## src/rtl/display_pkg.sv

```systemverilog
// Shared types and constants for the BPM 3-digit multiplexed 7-segment display.
// Segment values are active-low, bit order {g,f,e,d,c,b,a}.
package display_pkg;

    typedef enum logic [1:0] {
        DIG0 = 2'd0,
        DIG1 = 2'd1,
        DIG2 = 2'd2,
        DIG3 = 2'd3
    } scan_state_e;

    typedef struct packed {
        logic [3:0] hundreds;
        logic [3:0] tens;
        logic [3:0] ones;
    } bcd_digits_t;

    localparam logic [6:0] SEG_BLANK = 7'h7F;
    localparam logic [6:0] SEG_DASH  = 7'h3F;
    localparam logic [3:0] AN_OFF    = 4'hF;

    // Index 0 sits in the low bits, so the list reads 9 down to 0.
    localparam logic [9:0][6:0] SEG_TABLE = {
        7'h10, 7'h00, 7'h78, 7'h02, 7'h12,
        7'h19, 7'h30, 7'h24, 7'h79, 7'h40
    };

endpackage

```

## src/rtl/bcd_to_seg.sv

```systemverilog
// Combinational BCD to active-low 7-segment decoder; non-BCD codes show a dash.
module bcd_to_seg
    import display_pkg::*;
(
    input  logic [3:0] bcd,
    output logic [6:0] seg
);

    always_comb begin
        seg = SEG_DASH;
        if (bcd <= 4'd9) seg = SEG_TABLE[bcd];
    end

endmodule

```

## src/rtl/bpm_display_scan.sv

```systemverilog
// Time-multiplexed scan of a 3-digit BPM readout with leading-zero blanking
// and a whole-display alarm flash. Outputs only change on slot boundaries.
module bpm_display_scan
    import display_pkg::*;
#(
    parameter int unsigned SCAN_DIV     = 100000,
    parameter int unsigned FLASH_FRAMES = 128
) (
    input  logic       clk,
    input  logic       rst_n,
    input  logic       load,
    input  logic [3:0] hundreds,
    input  logic [3:0] tens,
    input  logic [3:0] ones,
    input  logic       blank_lz,
    input  logic       alarm,
    output logic [3:0] an,
    output logic [6:0] seg,
    output logic       dp
);

    localparam int CW = (SCAN_DIV > 1) ? $clog2(SCAN_DIV) : 1;
    localparam int FW = (FLASH_FRAMES > 1) ? $clog2(FLASH_FRAMES) : 1;

    logic [CW-1:0] count_q, count_d;
    logic [FW-1:0] frame_q, frame_d;
    scan_state_e   state_q, state_d;
    bcd_digits_t   shadow_q, shadow_d;
    logic          flash_on_q, flash_on_d;
    logic [3:0]    an_q, an_d;
    logic [6:0]    seg_q, seg_d;

    logic          tick;
    logic [3:0]    digit_sel;
    logic [6:0]    digit_seg;
    logic [3:0]    an_pat;
    logic          blank;

    assign tick = (count_q == CW'(SCAN_DIV - 1));

    always_comb begin
        count_d  = tick ? '0 : count_q + CW'(1);
        state_d  = tick ? scan_state_e'(state_q + 2'd1) : state_q;
        shadow_d = load ? '{hundreds: hundreds, tens: tens, ones: ones} : shadow_q;
    end

    // Flash phase advances only at frame boundaries (leaving the dead slot).
    always_comb begin
        frame_d    = frame_q;
        flash_on_d = flash_on_q;
        if (!alarm) begin
            frame_d    = '0;
            flash_on_d = 1'b1;
        end else if (tick && state_q == DIG3) begin
            if (frame_q == FW'(FLASH_FRAMES - 1)) begin
                frame_d    = '0;
                flash_on_d = !flash_on_q;
            end else begin
                frame_d = frame_q + FW'(1);
            end
        end
    end

    always_comb begin
        digit_sel = 4'd0;
        an_pat    = AN_OFF;
        case (state_d)
            DIG0: begin digit_sel = shadow_q.ones;     an_pat = 4'b1110; end
            DIG1: begin digit_sel = shadow_q.tens;     an_pat = 4'b1101; end
            DIG2: begin digit_sel = shadow_q.hundreds; an_pat = 4'b1011; end
            default: begin digit_sel = 4'd0;           an_pat = AN_OFF;  end
        endcase
    end

    bcd_to_seg u_dec (
        .bcd (digit_sel),
        .seg (digit_seg)
    );

    // Shadow_q (not shadow_d) feeds the decode, so a load on the tick edge
    // only shows up from the following slot.
    always_comb begin
        blank = (state_d == DIG3) || !flash_on_d
             || (blank_lz && state_d == DIG2 && shadow_q.hundreds == 4'd0)
             || (blank_lz && state_d == DIG1 && shadow_q.hundreds == 4'd0
                          && shadow_q.tens == 4'd0);
        an_d  = an_q;
        seg_d = seg_q;
        if (tick) begin
            an_d  = blank ? AN_OFF : an_pat;
            seg_d = blank ? SEG_BLANK : digit_seg;
        end
    end

    always_ff @(posedge clk or negedge rst_n) begin
        if (!rst_n) begin
            count_q    <= '0;
            frame_q    <= '0;
            state_q    <= DIG0;
            shadow_q   <= '0;
            flash_on_q <= 1'b1;
            an_q       <= AN_OFF;
            seg_q      <= SEG_BLANK;
        end else begin
            count_q    <= count_d;
            frame_q    <= frame_d;
            state_q    <= state_d;
            shadow_q   <= shadow_d;
            flash_on_q <= flash_on_d;
            an_q       <= an_d;
            seg_q      <= seg_d;
        end
    end

    assign an  = an_q;
    assign seg = seg_q;
    assign dp  = 1'b1;

endmodule

```

## config.mk

```make
export PLATFORM = sky130hd
export DESIGN_NAME = bpm_display_scan
export DESIGN_NICKNAME = d
export VERILOG_FILES = /design/src/rtl/display_pkg.sv /design/src/rtl/bcd_to_seg.sv /design/src/rtl/bpm_display_scan.sv
export SDC_FILE = /design/constraint.sdc
export NUM_CORES = 1
export LEC_CHECK = 0
export ABC_CLOCK_PERIOD_IN_PS = 4150
export BUFFER_PORTS_ARGS = -buffer_cell sky130_fd_sc_hd__clkbuf_2
export CAP_MARGIN = 20
export CORE_UTILIZATION = 50
export CTS_CLUSTER_SIZE = 10
export DETAILED_ROUTE_END_ITERATION = 8
export PLACE_DENSITY = 0.7
export SETUP_SLACK_MARGIN = 0.05
export SKIP_CTS_REPAIR_TIMING = 1
export SYNTH_ARGS = -nofsm -noshare
export SYNTH_HDL_FRONTEND = slang
export SYNTH_SLANG_ARGS = --single-unit
```

## constraint.sdc

```tcl
create_clock -name clk -period 4.15 [get_ports clk]
set_input_delay 0.83 -clock clk [delete_from_list [all_inputs] [get_ports clk]]
set_output_delay 0.83 -clock clk [all_outputs]
set_load 0.005 [all_outputs]
```

==> impl_metrics.toml <==
[critical_path]
slowest_stage = "a211oi_1"
crit_path_start = "count_q[11]"
crit_family = "compound AO/OA/AOI/OAI gates"
critPathKind = "register to register"
cp.depth = 9
ff2ff_path_depth = 9
cp.required_ns = 4.38
slowest_delay_ns = 0.62
path_cells = "or4b_4 > nor4_4 > mux2_4 > a211oi_1 > inv_1 > ha_1 > o21ai_0 > a21boi_2 > a21oi_1"
rr_startpoint = "count_q[11]"
path_buf_inv = 1
cp-start-kind = "register"
endpoint = "seg[0]"
cp.arrival_ns = 3.65
crit_path_end_kind = "register"
reg2reg_to = "seg[0]"
crit_fanout = 7
r2r_slack_ns = 0.73

[floorplanning]
placementRows = 26
die_area_um2 = 5624
fp.coreArea_um2 = 5107
io_pins = 29
die_h_um = 74.99
start_util_pct = 52.16
die_w_um = 74.99

[logic_synthesis]
ys_ff_latch = 49
synthSimpleGateAreaFrac_pct = 19.49
avgSynthCellArea_um2 = 10.66
ys_dominant_reg_cell = "dfrtp_1"
yosysUniqueCellTypes = 52
synth_xor_area_share_pct = 6.905
yosys_warnings = 0
synth_async_sr_flop_share_pct = 100.0
syn_area_um2 = 2664
muxShareOfSynthArea_pct = 10.76
synth_cells = 250
synth-compound-area-share_pct = 8.126
synth_top_family_by_area = "simple AND/OR/NAND/NOR gates"
synth.yosys.seq_area_share_pct = 46.55
synth_adder_area_share_pct = 4.227
synth_edf_count = 0

[global_route]
overflow = 0
grt_pass1_vias = 1769
antenna_found_initial = 0
grt_pass1_wl_um = 8045
grt_usage_pct = 19.21
grt_max_degree = 50

[placement]
dp_cells = 338
port_buffers = 26
gp_congestion = 0.8132
dpl.hpwl_um = 3422

[layout]
final_cell_mix = "dfrtp_1 (38), nor2_1 (27), clkbuf_2 (26), nand2_1 (23), mux2_2 (16)"
drive_gt1_share_pct = 25.72
antenna_cells = 0
finalNonFillerCells = 346
fin_util_pct = 56.93
synthToLayoutAreaGrowth_pct = 9.159
fin_nets = 301
final_common_cell = "dfrtp_1"

[power]
vdd_ir_drop_max_uv = 185.0
p_leak_nw = 1.298
powerDensity_nw_per_um2 = 297.7

[timing]
maxSlewViolCount = 0
fin_skew_ns = 0.009323
finalCritPeriodShare_pct = 82.33
final_hold_viol_count = 0
relSlewSlack_pct = 43.91
setup_tns_ns = 0
fin_crit_ns = 3.417
worst_pin_slew_ns = 0.8363
fmax_mhz = 292.7
setup_viol = 0
rsz0062_at_grt = "false"

[detailed_routing]
first_pass_iters = 4
wirelength_um = 4718
wl_per_cell_um = 13.64
first_iter_violations = 93
postRouteAntennaNets = 0
drc = 0
via_per_inst = 5.217
vias = 1805

[hold_path]
worstHoldStart = "count_q[0]"
hp-class = "register to register"
whs_path_depth = 1

[run]
cap_violations = 0

[clock_tree]
h-tree-depth = 2
clock-root-buffer = "clkbuf_8"
cts-buffers-inserted = 5
clkLatencyLatePin_ns = 0.30
cts.sinks = 49
cts_tree = "yes"
clock_path_buffers = 2
clk_pin_slew_ns = 0.09

[run_status]
status = "finished, final reports clean"
==> logic make-up (layout without fill, tap and decap cells) <==
kind of cell / Yosys count / count (layout)
fa+ha+maj: 9 / 9
compound gates: 31 / 31
mux: 26 / 26
flops: 49 / 49
simple gates: 98 / 98
other cells: 1 / 2
xor+xnor: 21 / 21
buf+inv: 15 / 40
==> cell usage after synthesis, types with 6 or more instances <==
cell type / instances / share of area (%)
xnor2_1: 13 / 4.3
mux2i_1: 8 / 3.0
dfstp_2: 11 / 11
dfrtp_1: 38 / 36
nand2_1: 23 / 3.2
mux2_2: 16 / 6.8
nand4_1: 6 / 1.4
a21oi_1: 9 / 1.7
xor2_1: 8 / 2.6
nor2_1: 27 / 3.8
ha_1: 9 / 4.2
nand3_1: 9 / 1.7
and3_1: 6 / 1.4
==> sequential cells by signal, indices dropped and copies added (netlist names) <==
name and count:
shadow_q 12, state_q 2, flash_on_q 1, seg 7
an 3, count_q 17, frame_q 7
==> report_power, final <==
part           internal (mW)  total, mW  switching (mW)
combinational         0.0346     0.0743          0.0396
clock                  0.136      0.291           0.155
sequential             0.489      0.501          0.0114
total                  0.660      0.866           0.206
==> per-layer routing <==
metal	part of all wire (%)	wire length, µm	global-route usage (%)
met5	0	0	0
met4	2.1	101	9.434
met3	2.3	110	3.347
met2	46	2163	31.33
met1	50	2342	24.83
==> final cells by class <==
type / instances / area (µm²)
Fill cell: 452 / 2200
Tap cell: 70 / 87.58
Clock buffer: 7 / 86.33
Timing Repair Buffer: 28 / 145.1
Clock inverter: 1 / 7.507
Multi-Input combinational cell: 187 / 1326
Inverter: 4 / 15.01
Sequential cell: 49 / 1240
==> worst min path at each step <==
stage	to	slack, ns
detailed placement	count_q[0]	0.49
CTS	count_q[0]	0.50
global route	count_q[0]	0.50
floorplan	count_q[0]	0.45
global placement	count_q[0]	0.48
finish	count_q[0]	0.50
==> metrics by stage <==
| stage | worst slack (ns) | total power, mW | hold WS, ns | cell area (µm²) |
|---|---|---|---|---|
| 2_1_floorplan | 0.8961 | 0.5562 | 0.4518 | 2668 |
| 6_report | 0.7335 | 0.8656 | 0.4977 | 2908 |
| 5_1_grt | 0.4870 | 0.8998 | 0.5047 | 2908 |
| 3_3_place_gp | 0.8801 | 0.5842 | 0.4807 | 2814 |
| 4_1_cts | 0.6920 | 0.8765 | 0.4972 | 2908 |
| 3_5_place_dp | 0.7200 | 0.5857 | 0.4863 | 2814 |
(Power assumes the default switching activity.)
